[src/rtl/noc_pkg.sv]
// Shared definitions for the leaf router node: header layout, port numbering
// and the destination decode helpers.
package noc_pkg;

  localparam int DEST_W     = 6;
  localparam int GROUP_LSB  = 2;
  localparam int GROUP_W    = 4;
  localparam int NODE_LSB   = 0;
  localparam int NODE_W     = 2;
  localparam int LOCAL_PORT = 0;
  localparam int SPINE_BASE = 1;
  localparam int MAX_FLIT_W = 256;

  // Flits are zero-extended to MAX_FLIT_W so one helper serves any DWIDTH.
  function automatic logic [DEST_W-1:0] dest_of(input logic [MAX_FLIT_W-1:0] flit,
                                                input int dwidth);
    return flit[dwidth-1 -: DEST_W];
  endfunction

  function automatic logic is_local(input logic [DEST_W-1:0]  dest,
                                    input logic [GROUP_W-1:0] group,
                                    input logic [NODE_W-1:0]  node);
    return (dest[GROUP_LSB +: GROUP_W] == group) && (dest[NODE_LSB +: NODE_W] == node);
  endfunction

  function automatic int wrap_inc(input int base, input int off, input int n);
    int s;
    s = base + off;
    return (s >= n) ? s - n : s;
  endfunction

endpackage

[src/rtl/noc_sync_fifo.sv]
// Registered-storage synchronous FIFO with wrap-bit pointers; head is read
// combinationally from storage, so it appears the cycle after the write.
module noc_sync_fifo #(
  parameter int DWIDTH = 16,
  parameter int DEPTH  = 4
) (
  input  logic              i_clk,
  input  logic              i_rst_n,
  input  logic              i_push,
  input  logic [DWIDTH-1:0] i_wdata,
  input  logic              i_pop,
  output logic [DWIDTH-1:0] o_rdata,
  output logic              o_empty,
  output logic              o_full
);

  localparam int AW = $clog2(DEPTH);

  logic [AW:0]       r_wptr, r_rptr;
  logic [DWIDTH-1:0] r_mem [DEPTH];
  logic              w_do_push, w_do_pop;

  assign o_empty   = (r_wptr == r_rptr);
  assign o_full    = (r_wptr[AW] != r_rptr[AW]) && (r_wptr[AW-1:0] == r_rptr[AW-1:0]);
  assign w_do_push = i_push && !o_full;
  assign w_do_pop  = i_pop && !o_empty;
  assign o_rdata   = r_mem[r_rptr[AW-1:0]];

  always_ff @(posedge i_clk) begin
    if (!i_rst_n) begin
      r_wptr <= '0;
      r_rptr <= '0;
    end else begin
      if (w_do_push) r_wptr <= r_wptr + 1'b1;
      if (w_do_pop)  r_rptr <= r_rptr + 1'b1;
    end
  end

  always_ff @(posedge i_clk) begin
    if (w_do_push) r_mem[r_wptr[AW-1:0]] <= i_wdata;
  end

endmodule

[src/rtl/noc_leaf_router_node.sv]
// Leaf router node: one local NI port plus NUM_SPINES spine links, input FIFOs,
// per-output round-robin arbiters and registered valid/ready output stages.
module noc_leaf_router_node
  import noc_pkg::*;
#(
  parameter int         DWIDTH     = 16,
  parameter int         NUM_SPINES = 4,
  parameter int         FIFO_DEPTH = 4,
  parameter logic [3:0] GROUP_ID   = 4'b0101,
  parameter logic [1:0] NODE_ID    = 2'd0
) (
  input  logic                         ACLK,
  input  logic                         ARESETn,
  input  logic [DWIDTH-1:0]            local_in_data,
  input  logic                         local_in_valid,
  output logic                         local_in_ready,
  output logic [DWIDTH-1:0]            local_out_data,
  output logic                         local_out_valid,
  input  logic                         local_out_ready,
  input  logic [NUM_SPINES*DWIDTH-1:0] spine_in_data,
  input  logic [NUM_SPINES-1:0]        spine_in_valid,
  output logic [NUM_SPINES-1:0]        spine_in_ready,
  output logic [NUM_SPINES*DWIDTH-1:0] spine_out_data,
  output logic [NUM_SPINES-1:0]        spine_out_valid,
  input  logic [NUM_SPINES-1:0]        spine_out_ready,
  output logic [NUM_SPINES:0]          in_fifo_full,
  output logic [15:0]                  drop_count,
  output logic                         busy
);

  localparam int NP = NUM_SPINES + 1;
  localparam int PW = $clog2(NP);

  logic [NP-1:0][DWIDTH-1:0] w_in_data, w_head, w_od;
  logic [NP-1:0]             w_in_valid, w_in_ready, w_push, w_pop;
  logic [NP-1:0]             w_empty, w_full, w_req, w_drop, w_oready, w_ov;
  logic [NP-1:0][PW-1:0]     w_tgt;
  logic [NP-1:0][NP-1:0]     w_gnt;  // [output][input]
  logic [15:0]               r_drop_cnt;
  logic [16:0]               w_drop_sum;

  assign w_in_data[LOCAL_PORT]  = local_in_data;
  assign w_in_valid[LOCAL_PORT] = local_in_valid;
  assign w_oready[LOCAL_PORT]   = local_out_ready;
  assign local_out_data         = w_od[LOCAL_PORT];
  assign local_out_valid        = w_ov[LOCAL_PORT];

  for (genvar s = 0; s < NUM_SPINES; s++) begin : g_spine_map
    assign w_in_data[SPINE_BASE+s]             = spine_in_data[s*DWIDTH +: DWIDTH];
    assign w_in_valid[SPINE_BASE+s]            = spine_in_valid[s];
    assign w_oready[SPINE_BASE+s]              = spine_out_ready[s];
    assign spine_out_data[s*DWIDTH +: DWIDTH]  = w_od[SPINE_BASE+s];
    assign spine_out_valid[s]                  = w_ov[SPINE_BASE+s];
  end

  // Ready is forced low during reset so nothing is accepted into a FIFO being cleared.
  assign w_in_ready     = {NP{ARESETn}} & ~w_full;
  assign w_push         = w_in_valid & w_in_ready;
  assign local_in_ready = w_in_ready[LOCAL_PORT];
  assign spine_in_ready = w_in_ready[NP-1:SPINE_BASE];
  assign in_fifo_full   = w_full;
  assign busy           = (|(~w_empty)) | (|w_ov);
  assign drop_count     = r_drop_cnt;

  for (genvar j = 0; j < NP; j++) begin : g_in
    logic [DEST_W-1:0] w_dest;
    logic              w_loc;

    noc_sync_fifo #(.DWIDTH(DWIDTH), .DEPTH(FIFO_DEPTH)) u_fifo (
      .i_clk   (ACLK),
      .i_rst_n (ARESETn),
      .i_push  (w_push[j]),
      .i_wdata (w_in_data[j]),
      .i_pop   (w_pop[j]),
      .o_rdata (w_head[j]),
      .o_empty (w_empty[j]),
      .o_full  (w_full[j])
    );

    assign w_dest = dest_of(MAX_FLIT_W'(w_head[j]), DWIDTH);
    assign w_loc  = is_local(w_dest, GROUP_ID, NODE_ID);

    if (j == LOCAL_PORT) begin : g_local
      assign w_tgt[j]  = w_loc ? PW'(LOCAL_PORT)
                               : PW'(SPINE_BASE + (int'(w_dest[GROUP_LSB +: GROUP_W]) % NUM_SPINES));
      assign w_req[j]  = !w_empty[j];
      assign w_drop[j] = 1'b0;
    end else begin : g_spine
      // Spine traffic only ever terminates here; anything else is discarded.
      assign w_tgt[j]  = PW'(LOCAL_PORT);
      assign w_req[j]  = !w_empty[j] && w_loc;
      assign w_drop[j] = !w_empty[j] && !w_loc;
    end
  end

  for (genvar o = 0; o < NP; o++) begin : g_out
    logic [NP-1:0]     w_reqv;
    logic              w_any, w_load;
    logic [PW-1:0]     w_sel, r_ptr;
    logic              r_ov;
    logic [DWIDTH-1:0] r_od;

    for (genvar j = 0; j < NP; j++) begin : g_req
      assign w_reqv[j]   = w_req[j] && (w_tgt[j] == PW'(o));
      assign w_gnt[o][j] = w_load && (w_sel == PW'(j));
    end

    // Scan downwards so the requester closest to r_ptr is the last one written.
    always_comb begin
      w_any = 1'b0;
      w_sel = '0;
      for (int k = NP - 1; k >= 0; k--) begin
        if (w_reqv[wrap_inc(int'(r_ptr), k, NP)]) begin
          w_any = 1'b1;
          w_sel = PW'(wrap_inc(int'(r_ptr), k, NP));
        end
      end
    end

    assign w_load = w_any && (!r_ov || w_oready[o]);

    always_ff @(posedge ACLK) begin
      if (!ARESETn) begin
        r_ptr <= '0;
        r_ov  <= 1'b0;
        r_od  <= '0;
      end else if (w_load) begin
        r_ptr <= PW'(wrap_inc(int'(w_sel), 1, NP));
        r_ov  <= 1'b1;
        r_od  <= w_head[w_sel];
      end else if (w_oready[o]) begin
        r_ov  <= 1'b0;
      end
    end

    assign w_ov[o] = r_ov;
    assign w_od[o] = r_od;
  end

  always_comb begin
    w_pop = w_drop;
    for (int o = 0; o < NP; o++) begin
      w_pop = w_pop | w_gnt[o];
    end
  end

  always_comb begin
    w_drop_sum = {1'b0, r_drop_cnt};
    for (int j = 0; j < NP; j++) begin
      w_drop_sum = w_drop_sum + 17'(w_drop[j]);
    end
  end

  always_ff @(posedge ACLK) begin
    if (!ARESETn)           r_drop_cnt <= '0;
    else if (w_drop_sum[16]) r_drop_cnt <= 16'hFFFF;
    else                     r_drop_cnt <= w_drop_sum[15:0];
  end

endmodule
[config.mk]
export PLATFORM = sky130hd
export DESIGN_NAME = noc_leaf_router_node
export DESIGN_NICKNAME = d
export VERILOG_FILES = /design/src/rtl/noc_pkg.sv /design/src/rtl/noc_sync_fifo.sv /design/src/rtl/noc_leaf_router_node.sv
export SDC_FILE = /design/constraint.sdc
export NUM_CORES = 1
export LEC_CHECK = 0
export CAP_MARGIN = 15
export CORE_ASPECT_RATIO = 1.25
export CORE_MARGIN = 4
export CORE_UTILIZATION = 50
export DETAILED_ROUTE_END_ITERATION = 12
export PLACE_DENSITY = 0.71
export SLEW_MARGIN = 10
export SYNTH_ARGS = -nofsm -noshare
export SYNTH_HDL_FRONTEND = slang
export SYNTH_HIERARCHICAL = 1
export SYNTH_SLANG_ARGS = --single-unit
[constraint.sdc]
create_clock -name ACLK -period 12.9 [get_ports ACLK]
set_input_delay 2.58 -clock ACLK [delete_from_list [all_inputs] [get_ports ACLK]]
set_output_delay 2.58 -clock ACLK [all_outputs]
set_load 0.01 [all_outputs]
==> qor.txt <==
post-CTS setup buffers: 0
hold slack final: 0.458 ns
die area: 47900 sq um
status: finished, final reports clean
Setup Crit Path Kind: input port to primary output
final worst setup slack: 5.15 ns
Seq/Total Area, Yosys: 0.573
commonest non-fill, non-tap cells in the layout: edfxtp_1 (320), clkdlybuf4s50_1 (202), dfxtp_1 (156)
# diodes: 0
Fin. Hold Viols: 0
pre-CTS setup slack: 5.18 ns
via count: 14600
Ports: 204
post-synthesis area per instance: 13.2 sq um
Worst Skew: 0.0176 ns
Die Y: 244 um
post-DR vias/cell: 5.80
fmax: 129 MHz
ys flop type: edfxtp_1
vias in the first global route: 14500
R2R depth: 13
largest net degree at the start of global routing: 54
r2r setup slk: 6.72 ns
clock power share: 0.311
asr flop ratio synth: 0
fillcell total: 3440
PortBufs: 203
Num CTS Buffers: 48
commonest non-fill, non-tap cell in the layout: edfxtp_1
CTS resizes: 0
setup violators final: 0
DR WL/cell: 21.4 um
Max Cap Viol: 0
clock sinks: 476
Worst-path clk slew: 0.06 ns
share of layout cells above drive strength 1: 0.107
grt total ovfl: 0
Yosys reg bits: 476
Tmin final: 7.75 ns
CP Data Arrival Time: 5.17 ns
1st-pass router iterations: 5
Area growth syn-to-layout: 18.9%
Hold Crit Class: flip-flop to flip-flop
Peak VDD IR: 0.119 mV
CTS tree: done
clock tree buffer depth: 3
die width: 197 um
Core Box Area: 44000 sq um
static leakage: 0.00922 uW
number of cells produced by synthesis: 1680
first-pass GRT wire length: 82800 um
clk root buf: clkbuf_16
worst skew pair latency: 0.57 ns
fin util: 0.601
YS warnings: 6
final setup TNS: 0 ns
Worst setup endpoint: spine_in_ready[0]
nets@finish: 2119
Final Max Tran Viols: 0
Switching Power: 1420 uW
main combinational cell family by area after synthesis: multiplexers
Sequential Power Share: 0.410
combinational share of power: 0.280
ANT nets after route: 0
Required @ worst endpoint: 10.32 ns
initial cell density of the core: 0.505
Synth cell types: 79
RSZ-0062 raised after global routing: false
initial antenna violation count: 1
multiplexer share of the synthesized area: 0.107
Crit. End Element: primary output
FP Rows: 86
Iteration-0 DRC Markers: 1082
GP Congestion: 0.892
crit start category: input port
Synth Area in XOR/XNOR: 0.0204
H-tree levels: 2
Final period util: 0.601
Hold Buf Count CTS: 0
FF-to-FF End: g_in[2].u_fifo/r_rptr[2]
Synth Cell Area: 22200 sq um
Pint: 3080 uW
GRT Util Overall: 0.219
power per cell area: 170 nW/um^2
simple-gate share of the synthesized area: 0.104
Compound-Gate Fraction of Synth Area: 0.0990
hpwl dp: 37800 um
critical path peak fanout: 53
WL final: 53900 um
Max-slew headroom: 0.275
number of synthesized flops with an enable pin: 320
Switching Fraction: 0.316
crit path from: ARESETn
worst r2r src: g_out[0].r_ptr[1]
drt drc: 0
fraction of the mapped netlist area in adder cells: 0.0657
slew at the pin with the worst max-slew slack: 1.08 ns
==> critical path, cell delays in order <==
cell and delay [ns]:
buf_2 0.77, clkinv_2 0.51, buf_4 0.45, nor2_1 0.25, clkdlybuf4s50_1 0.58
==> flip-flops by register name, indices dropped and copies added, names as in the netlist, named ones only <==
signal              count
g_out.r_ptr            15
g_in.u_fifo/r_wptr     15
g_out.r_od             64
local_out_data         16
local_out_valid         1
g_in.u_fifo/r_mem     320
g_out.r_ov              4
g_in.u_fifo/r_rptr     15
drop_count             16
==> through the flow <==
stage	power (uW)	cell area, sq um	std cells
floorplan	2670	22400	1722
global placement	3090	24800	2432
detailed placement	3120	24800	2432
CTS	4520	26400	2521
global route	4720	26400	2523
finish	4500	26400	2523
==> cells by family (layout without fill, tap and decap cells) <==
family | count (synthesis) | in the layout
AND/OR/NAND/NOR | 444 | 444
XOR/XNOR | 51 | 51
adder cells (fa/ha/maj) | 115 | 115
other | 2 | 44
multiplexers | 137 | 137
flip-flops | 476 | 476
buffers and inverters | 141 | 370
AO/OA/AOI/OAI | 314 | 314
==> worst min-delay path by stage <==
stage | startpoint | end | slack (ns) | cells after the start
detailed placement | g_out[4].r_od[9] | g_out[4].r_od[9] | 0.45 | 2
global placement | g_out[4].r_od[5] | g_out[4].r_od[5] | 0.44 | 2
CTS | g_out[4].r_od[9] | g_out[4].r_od[9] | 0.46 | 2
floorplan | g_out[1].r_od[0] | g_out[1].r_od[0] | 0.48 | 2
finish | g_out[1].r_od[8] | g_out[1].r_od[8] | 0.46 | 2
global route | g_out[1].r_od[0] | g_out[1].r_od[0] | 0.48 | 2
==> per-layer routing <==
layer / GRT usage / vias to the layer above / routed length (um)
li1: - / 6831 / -
met1: 0.280 / 7280 / 21800
met2: 0.384 / 447 / 27600
met3: 0.0355 / 82 / 2950
met4: 0.0669 / 0 / 1600
met5: 0 / - / 0
==> power by group through the flow <==
stage / sequential [uW] / combinational, uW / clock [uW]
3_5_place_dp: 1890 / 1230 / 0
4_1_cts: 1860 / 1240 / 1430
2_1_floorplan: 1850 / 817 / 0
5_1_grt: 1860 / 1370 / 1490
6_report: 1850 / 1260 / 1400
3_3_place_gp: 1880 / 1210 / 0
==> Yosys cell counts (24+ instances only) <==
cell type,n,area share
a211oi_1,24,0.0081
a21oi_1,86,0.019
and2_1,30,0.0084
clkbuf_1,30,0.0051
dfxtp_1,156,0.14
edfxtp_1,320,0.43
ha_1,112,0.063
inv_1,62,0.010
mux2i_1,56,0.025
mux4_2,81,0.082
nand2_1,103,0.017
nand3_1,34,0.0077
nand3b_1,26,0.0088
nor2_1,96,0.016
nor3_1,41,0.0092
o21ai_0,44,0.0099
xnor2_1,25,0.0099
xor2_1,25,0.0099
==> layout make-up <==
class | count | area (sq um) | share of cell area
Clock inverter | 26 | 259 | 0.00980
Tap cell | 572 | 716 | 0.0271
Timing Repair Buffer | 217 | 2160 | 0.0817
Sequential cell | 476 | 12700 | 0.482
Inverter | 64 | 241 | 0.00913
Clock buffer | 63 | 1330 | 0.0504
Multi-Input combinational cell | 1105 | 9000 | 0.340
No activity file was read; power rests on OpenSTA's default activity.
